===== src/rtl/alu_pkg.sv =====
// ---------------------------------------------------------------------------
// alu_pkg
//   Shared constants and types for the ALUOPS execute-stage arithmetic blocks.
//   Contents:
//     WIDTH      - operand/result width of the divider (only 64 is supported)
//     div_state_t- divider FSM encoding (IDLE/RUN/DONE)
//     DIVZ_QUOT  - quotient reported for a divide-by-zero (all ones)
// ---------------------------------------------------------------------------
package alu_pkg;

  localparam int WIDTH = 64;

  typedef enum logic [1:0] {
    IDLE = 2'd0,
    RUN  = 2'd1,
    DONE = 2'd2
  } div_state_t;

  localparam logic [WIDTH-1:0] DIVZ_QUOT = '1;

endpackage


===== src/rtl/divu64_seq_if.sv =====
// ---------------------------------------------------------------------------
// divu64_seq_if
//   Request/response bundle of the sequential divider.
//   Signals:
//     start        - request, honoured only while the divider is idle
//     in1, in2     - dividend / divisor, captured with start
//     busy         - divider is iterating
//     done         - one-cycle pulse, results valid
//     quot, rem    - quotient / remainder, held until the next result
//     z_div_flag   - quot == 0
//     dz_div_flag  - last operation was a divide by zero
//   Modports:
//     master - the requester (execute stage / testbench)
//     slave  - the divider
// ---------------------------------------------------------------------------
interface divu64_seq_if;
  import alu_pkg::*;

  logic             start;
  logic [WIDTH-1:0] in1;
  logic [WIDTH-1:0] in2;
  logic             busy;
  logic             done;
  logic [WIDTH-1:0] quot;
  logic [WIDTH-1:0] rem;
  logic             z_div_flag;
  logic             dz_div_flag;

  modport master (
    output start, in1, in2,
    input  busy, done, quot, rem, z_div_flag, dz_div_flag
  );

  modport slave (
    input  start, in1, in2,
    output busy, done, quot, rem, z_div_flag, dz_div_flag
  );

endinterface


===== src/rtl/divu64_step.sv =====
// ---------------------------------------------------------------------------
// divu64_step
//   One restoring shift-subtract iteration, purely combinational.
//   Ports:
//     i_rem   [64:0] - current partial remainder
//     i_q     [63:0] - current quotient/shift register
//     i_div   [63:0] - divisor
//     o_rem   [64:0] - next partial remainder
//     o_q     [63:0] - next quotient/shift register
// ---------------------------------------------------------------------------
module divu64_step
  import alu_pkg::*;
(
  input  logic [WIDTH:0]   i_rem,
  input  logic [WIDTH-1:0] i_q,
  input  logic [WIDTH-1:0] i_div,
  output logic [WIDTH:0]   o_rem,
  output logic [WIDTH-1:0] o_q
);

  logic [WIDTH:0]   w_shifted;
  logic [WIDTH+1:0] w_diff;
  logic             w_borrow;

  // The remainder always stays below the divisor, so the shifted value fits
  // in 65 bits; the subtraction is carried one bit wider so its top bit is a
  // clean borrow (shifted < divisor).
  always_comb begin
    w_shifted = {i_rem[WIDTH-1:0], i_q[WIDTH-1]};
    w_diff    = {i_rem, i_q[WIDTH-1]} - {2'b00, i_div};
    w_borrow  = w_diff[WIDTH+1];
    if (w_borrow) begin
      o_rem = w_shifted;
      o_q   = {i_q[WIDTH-2:0], 1'b0};
    end else begin
      o_rem = w_diff[WIDTH:0];
      o_q   = {i_q[WIDTH-2:0], 1'b1};
    end
  end

endmodule


===== src/rtl/divu64_seq.sv =====
// ---------------------------------------------------------------------------
// divu64_seq
//   Multi-cycle unsigned 64-bit divider (restoring, one quotient bit per
//   clock) with a start/busy/done handshake.
//   Ports:
//     clk    - rising-edge clock
//     rst_n  - asynchronous active-low reset
//     bus    - divu64_seq_if.slave (start/in1/in2 in; busy/done/quot/rem/
//              z_div_flag/dz_div_flag out)
//   Configuration macro:
//     DIVU64_EARLY_OUT_EN - when defined, a dividend smaller than a nonzero
//                           divisor finishes immediately (quot 0, rem in1).
//   Latency: 64 RUN cycles + 1 DONE cycle; divide-by-zero (and early-out)
//   goes straight to DONE.
// ---------------------------------------------------------------------------
module divu64_seq
  import alu_pkg::*;
(
  input  logic         clk,
  input  logic         rst_n,
  divu64_seq_if.slave  bus
);

  div_state_t       r_state;
  div_state_t       w_next;
  logic [6:0]       r_cnt;
  logic [WIDTH:0]   r_work_rem;
  logic [WIDTH-1:0] r_work_q;
  logic [WIDTH-1:0] r_div;
  logic [WIDTH-1:0] r_quot;
  logic [WIDTH-1:0] r_rem;
  logic             r_z;
  logic             r_dz;

  logic             w_accept;
  logic             w_divz;
  logic             w_last;
`ifdef DIVU64_EARLY_OUT_EN
  logic             w_early;
`endif
  logic [WIDTH:0]   w_step_rem;
  logic [WIDTH-1:0] w_step_q;

  divu64_step u_step (
    .i_rem (r_work_rem),
    .i_q   (r_work_q),
    .i_div (r_div),
    .o_rem (w_step_rem),
    .o_q   (w_step_q)
  );

  // State register; reset lands in IDLE from any state, including mid-RUN.
  always_ff @(posedge clk or negedge rst_n) begin
    if (!rst_n) begin
      r_state <= IDLE;
    end else begin
      r_state <= w_next;
    end
  end

  // Next-state decode. A start is only honoured in IDLE; divide-by-zero
  // takes priority over the optional early-out, and both skip RUN entirely.
  always_comb begin
    w_next   = r_state;
    w_accept = 1'b0;
    w_divz   = 1'b0;
    w_last   = 1'b0;
`ifdef DIVU64_EARLY_OUT_EN
    w_early  = 1'b0;
`endif
    case (r_state)
      IDLE: begin
        if (bus.start) begin
          w_accept = 1'b1;
          if (bus.in2 == '0) begin
            w_divz = 1'b1;
            w_next = DONE;
          end
`ifdef DIVU64_EARLY_OUT_EN
          else if (bus.in1 < bus.in2) begin
            w_early = 1'b1;
            w_next  = DONE;
          end
`endif
          else begin
            w_next = RUN;
          end
        end
      end
      RUN: begin
        if (r_cnt == 7'd63) begin
          w_last = 1'b1;
          w_next = DONE;
        end
      end
      DONE: begin
        w_next = IDLE;
      end
      default: begin
        w_next = IDLE;
      end
    endcase
  end

  // Operand capture, iteration and result registers. Visible results only
  // change on the edge that enters DONE, so they stay put while a new
  // division is iterating in the working registers.
  always_ff @(posedge clk or negedge rst_n) begin
    if (!rst_n) begin
      r_cnt      <= '0;
      r_work_rem <= '0;
      r_work_q   <= '0;
      r_div      <= '0;
      r_quot     <= '0;
      r_rem      <= '0;
      r_z        <= 1'b1;
      r_dz       <= 1'b0;
    end else if (w_accept) begin
      r_work_q   <= bus.in1;
      r_div      <= bus.in2;
      r_work_rem <= '0;
      r_cnt      <= '0;
      if (w_divz) begin
        r_quot <= DIVZ_QUOT;
        r_rem  <= bus.in1;
        r_z    <= 1'b0;
        r_dz   <= 1'b1;
      end
`ifdef DIVU64_EARLY_OUT_EN
      else if (w_early) begin
        r_quot <= '0;
        r_rem  <= bus.in1;
        r_z    <= 1'b1;
        r_dz   <= 1'b0;
      end
`endif
    end else if (r_state == RUN) begin
      r_work_rem <= w_step_rem;
      r_work_q   <= w_step_q;
      r_cnt      <= r_cnt + 7'd1;
      if (w_last) begin
        r_quot <= w_step_q;
        r_rem  <= w_step_rem[WIDTH-1:0];
        r_z    <= (w_step_q == '0);
        r_dz   <= 1'b0;
      end
    end
  end

  assign bus.busy        = (r_state == RUN);
  assign bus.done        = (r_state == DONE);
  assign bus.quot        = r_quot;
  assign bus.rem         = r_rem;
  assign bus.z_div_flag  = r_z;
  assign bus.dz_div_flag = r_dz;

endmodule


===== src/flat_wrapper.sv =====
// flat-port wrapper written by rule: the top's interface ports become plain ports
module divu64_seq_flat import alu_pkg::*;
  (clk, rst_n, bus_start, bus_in1, bus_in2, bus_busy, bus_done, bus_quot, bus_rem, bus_z_div_flag, bus_dz_div_flag);
  divu64_seq_if bus_i ();
  input  logic clk;
  input  logic rst_n;
  input wire logic [$bits(bus_i.start)-1:0] bus_start;
  input wire logic [$bits(bus_i.in1)-1:0] bus_in1;
  input wire logic [$bits(bus_i.in2)-1:0] bus_in2;
  output wire logic [$bits(bus_i.busy)-1:0] bus_busy;
  output wire logic [$bits(bus_i.done)-1:0] bus_done;
  output wire logic [$bits(bus_i.quot)-1:0] bus_quot;
  output wire logic [$bits(bus_i.rem)-1:0] bus_rem;
  output wire logic [$bits(bus_i.z_div_flag)-1:0] bus_z_div_flag;
  output wire logic [$bits(bus_i.dz_div_flag)-1:0] bus_dz_div_flag;
  assign bus_i.start = bus_start;
  assign bus_i.in1 = bus_in1;
  assign bus_i.in2 = bus_in2;
  assign bus_busy = bus_i.busy;
  assign bus_done = bus_i.done;
  assign bus_quot = bus_i.quot;
  assign bus_rem = bus_i.rem;
  assign bus_z_div_flag = bus_i.z_div_flag;
  assign bus_dz_div_flag = bus_i.dz_div_flag;
  divu64_seq u_core (.clk(clk), .rst_n(rst_n), .bus(bus_i));
endmodule

===== config.mk =====
export PLATFORM = sky130hd
export DESIGN_NAME = divu64_seq_flat
export DESIGN_NICKNAME = d
export VERILOG_FILES = /design/src/rtl/alu_pkg.sv /design/src/rtl/divu64_seq_if.sv /design/src/rtl/divu64_step.sv /design/src/rtl/divu64_seq.sv /design/src/flat_wrapper.sv
export SDC_FILE = /design/constraint.sdc
export NUM_CORES = 1
export LEC_CHECK = 0
export CORE_MARGIN = 4
export CORE_UTILIZATION = 50
export CTS_CLUSTER_SIZE = 25
export DETAILED_ROUTE_END_ITERATION = 7
export GPL_TIMING_DRIVEN = 0
export PLACE_DENSITY = 0.75
export SYNTH_ARGS = -nofsm -noshare
export SYNTH_HDL_FRONTEND = slang
export SYNTH_SLANG_ARGS = --single-unit

===== constraint.sdc =====
create_clock -name clk -period 4.1 [get_ports clk]
set_input_delay 1.23 -clock clk [delete_from_list [all_inputs] [get_ports clk]]
set_output_delay 1.23 -clock clk [all_outputs]
set_load 0.01 [all_outputs]

==> results.json <==
{
  "min_period_over_period": 0.9857,
  "netlist_area_sq_um": 18490,
  "wl_per_cell_um": 24.00,
  "synthCells": 2198,
  "worstPathArrival_ns": 4.45,
  "finalWorstSetupSlack_ns": 0.05881,
  "irDropWorstVdd_v": 0.0004229,
  "cts_htree_levels": 2,
  "final-hold-violation-count": 0,
  "grtUsageTotal": 0.3462,
  "cts_tree": "yes",
  "grt_pass1_wl_um": 108700,
  "clk_path_buf_depth": 3,
  "seqPwrFrac": 0.298,
  "required_ns": 4.51,
  "drive_above_1_share": 0.05773,
  "rows": 70,
  "hold_class": "flop to flop",
  "synth_top_area_cell": "dfrtp_1",
  "synth_warnings": 0,
  "finalSetupViolations": 0,
  "drt_iter0_drc": 1953,
  "start_kind": "input pin",
  "first_global_vias": 18160,
  "finalPower_mw": 16.07,
  "core_area_sq_um": 36520,
  "outcome": "finished, final reports clean",
  "antenna_found_initial": 1,
  "ys.flop_type": "dfrtp_1",
  "num-nets-final": 2700,
  "period_needed_ns": 4.041,
  "synth.top_cell.area_share": 0.4479,
  "worst-setup-path-type": "input pin to flop",
  "cts_made_buffers": 37,
  "dp_worst_setup_slack_ns": -1.658,
  "fin_skew_ns": 0.02017,
  "drc_errors": 0,
  "vias_per_cell": 6.216,
  "diodes": 0,
  "p_leak_nw": 9.973,
  "start_util": 0.5063,
  "cp_max_fo": 10,
  "dpl-instance-area_sq_um": 21760,
  "tightest_slew_ns": 1.245,
  "rsz0062_at_grt": "false",
  "grt_max_degree": 125,
  "fmax_mhz": 247.5,
  "dieHeight_um": 200.3,
  "power.switching_mw": 7.175,
  "vias": 18630,
  "area.growth.synth_to_final_pct": 26.27,
  "place_hpwl_um": 55230,
  "dieArea_sq_um": 40130,
  "finalSetupTns_ns": 0,
  "chipWidth_um": 200.3,
  "clock_latency_ns": 0.56,
  "port-buffer-count": 262,
  "ios": 263,
  "drt-total-wl_um": 71910,
  "end_kind": "flop",
  "syn_nets": 2395,
  "ys_seq_elements": 332,
  "synth_edf_count": 0,
  "grt-ovfl-total": 0,
  "relSlewSlack": 0.1700,
  "cts_root_buf": "clkbuf_16",
  "drtAntennaViolNets": 0,
  "synth_cell_types": 69,
  "p_int_mw": 8.898,
  "clkPwrFrac": 0.219,
  "yosys-top-cells-area": "dfrtp_1 45%, o21ai_0 8.1%, nand2_1 7.4%",
  "clk_pin_slew_ns": 0.06,
  "synth_seq_area_share": 0.4493,
  "gp_congestion": 0.9808,
  "cts.sinks": 332,
  "drv_cap": 0,
  "maxSlewViolCount": 0,
  "synth_area_per_cell_sq_um": 8.413,
  "firstDrtPassIters": 5,
  "switching_share": 0.4464,
  "p_per_area_nw_per_um2": 688.3,
  "design_area_sq_um": 23350,
  "asyncSetResetFlopFracSynth": 1.000,
  "whs_ns": 0.4768,
  "pwr-share-comb": 0.484
}
==> cell families (layout without fill, tap and decap cells) <==
logic type / after synthesis / after routing / synth area share
simple gates: 736 / 736 / 0.1757
flops: 332 / 332 / 0.4493
compound gates: 736 / 736 / 0.2391
xor+xnor: 53 / 53 / 0.02510
mux: 25 / 25 / 0.01367
buf+inv: 250 / 581 / 0.05203
fa+ha+maj: 66 / 66 / 0.04506
==> synthesized netlist by cell type (35+ instances only) <==
| master | n |
|---|---|
| clkbuf_1 | 129 |
| a22oi_1 | 66 |
| nand2_1 | 363 |
| nor2_1 | 146 |
| nor4_1 | 35 |
| a211oi_1 | 59 |
| dfrtp_1 | 331 |
| o21ai_0 | 300 |
| nor3_1 | 58 |
| inv_1 | 99 |
| ha_1 | 65 |
| xnor2_1 | 36 |
| a21oi_1 | 159 |
| nand4_1 | 36 |
==> power by group through the flow <==
stage	combinational (mW)	sequential, mW	clock [mW]
final	7.77	4.78	3.52
after global placement	7.10	4.75	0
after detailed placement	7.21	4.75	0
after floorplan	4.97	4.40	0
after global routing	8.39	4.82	3.67
after CTS	7.41	4.72	3.53
==> path summary, 6_finish.rpt <==
kind / depth (start not counted) / slack (ns) / from / to
max in group asynchronous: 3 / 1.72 / rst_n / u_core.r_work_rem[1]$_DFFE_PN0P_
worst max register to register: 13 / 0.09 / u_core.r_work_rem[19]$_DFFE_PN0P_ / u_core.bus.rem[34]$_DFFE_PN0P_
min in group asynchronous: 1 / 0.72 / rst_n / u_core.r_div[49]$_DFFE_PN0P_
worst min register to register: 2 / 0.48 / u_core.bus.quot[46]$_DFFE_PN0P_ / u_core.bus.quot[46]$_DFFE_PN0P_
worst min-delay path: 2 / 0.48 / u_core.bus.quot[46]$_DFFE_PN0P_ / u_core.bus.quot[46]$_DFFE_PN0P_
worst max-delay path: 6 / 0.06 / bus_start / u_core.r_div[60]$_DFFE_PN0P_
==> critical path: stages <==
cell and delay, ns:
clkdlybuf4s50_1 0.55, nor3b_1 0.42, clkbuf_1 0.65, clkbuf_1 0.84, clkbuf_1 0.55, o21ai_0 0.19
==> area by class of cell <==
type	count	area [sq um]
timing repair buffer	267	2708
clock inverter	10	185.2
sequential	332	8309
multi-input combinational	1616	9513
tap	468	585.6
inverter	101	379.1
fill	3156	13170
buffer	148	608.1
clock buffer	55	1064
==> cell usage in the layout (no fill, tap or decap), types with 16 or more instances in the layout <==
cell type	count
nand2_1	362
nor3_1	58
a21oi_1	158
inv_1	99
clkbuf_16	37
o211ai_1	18
nand3_1	26
a31oi_1	24
nand4_1	36
a211oi_1	40
nor4_1	26
dfrtp_1	331
clkdlybuf4s50_1	260
xnor2_1	36
clkbuf_1	124
a21o_1	24
mux2i_1	21
a22oi_1	66
xor2_1	17
o21ai_0	298
ha_1	65
o21bai_1	16
or3_1	28
a211oi_2	19
nor2_1	146
==> through the flow <==
step	util	std cells
floorplan	-	2198
global placement	0.5942	2928
detailed placement	0.5958	2930
CTS	0.6361	2995
global route	0.6394	2997
finish	0.6394	2997
==> registers in the layout (all words and copies together), names as in the netlist <==
register	flops
u_core.bus.rem	64
u_core.r_div	64
u_core.r_work_q	64
u_core.r_work_rem	65
u_core.r_cnt	7
u_core.bus.dz_div_flag	1
u_core.bus.quot	64
u_core.bus.z_div_flag	1
u_core.r_state	2
==> per-layer routing <==
metal,GRT usage,vias up,share of wire
li1,-,8444,-
met1,0.4801,8983,0.41
met2,0.5375,1005,0.44
met3,0.06767,196,0.096
met4,0.1428,0,0.046
met5,0,-,0
==> what timing repair did <==
action / in CTS / in global routing
endpoints found under the setup margin: 146 / 123
hold buffers: 0 / 0
resized for setup: 42 / 46
setup buffers: 0 / 3
pin swaps: 1 / 6
endpoints found under the hold margin: 0 / 0
Power figures use the tool's default switching activity.
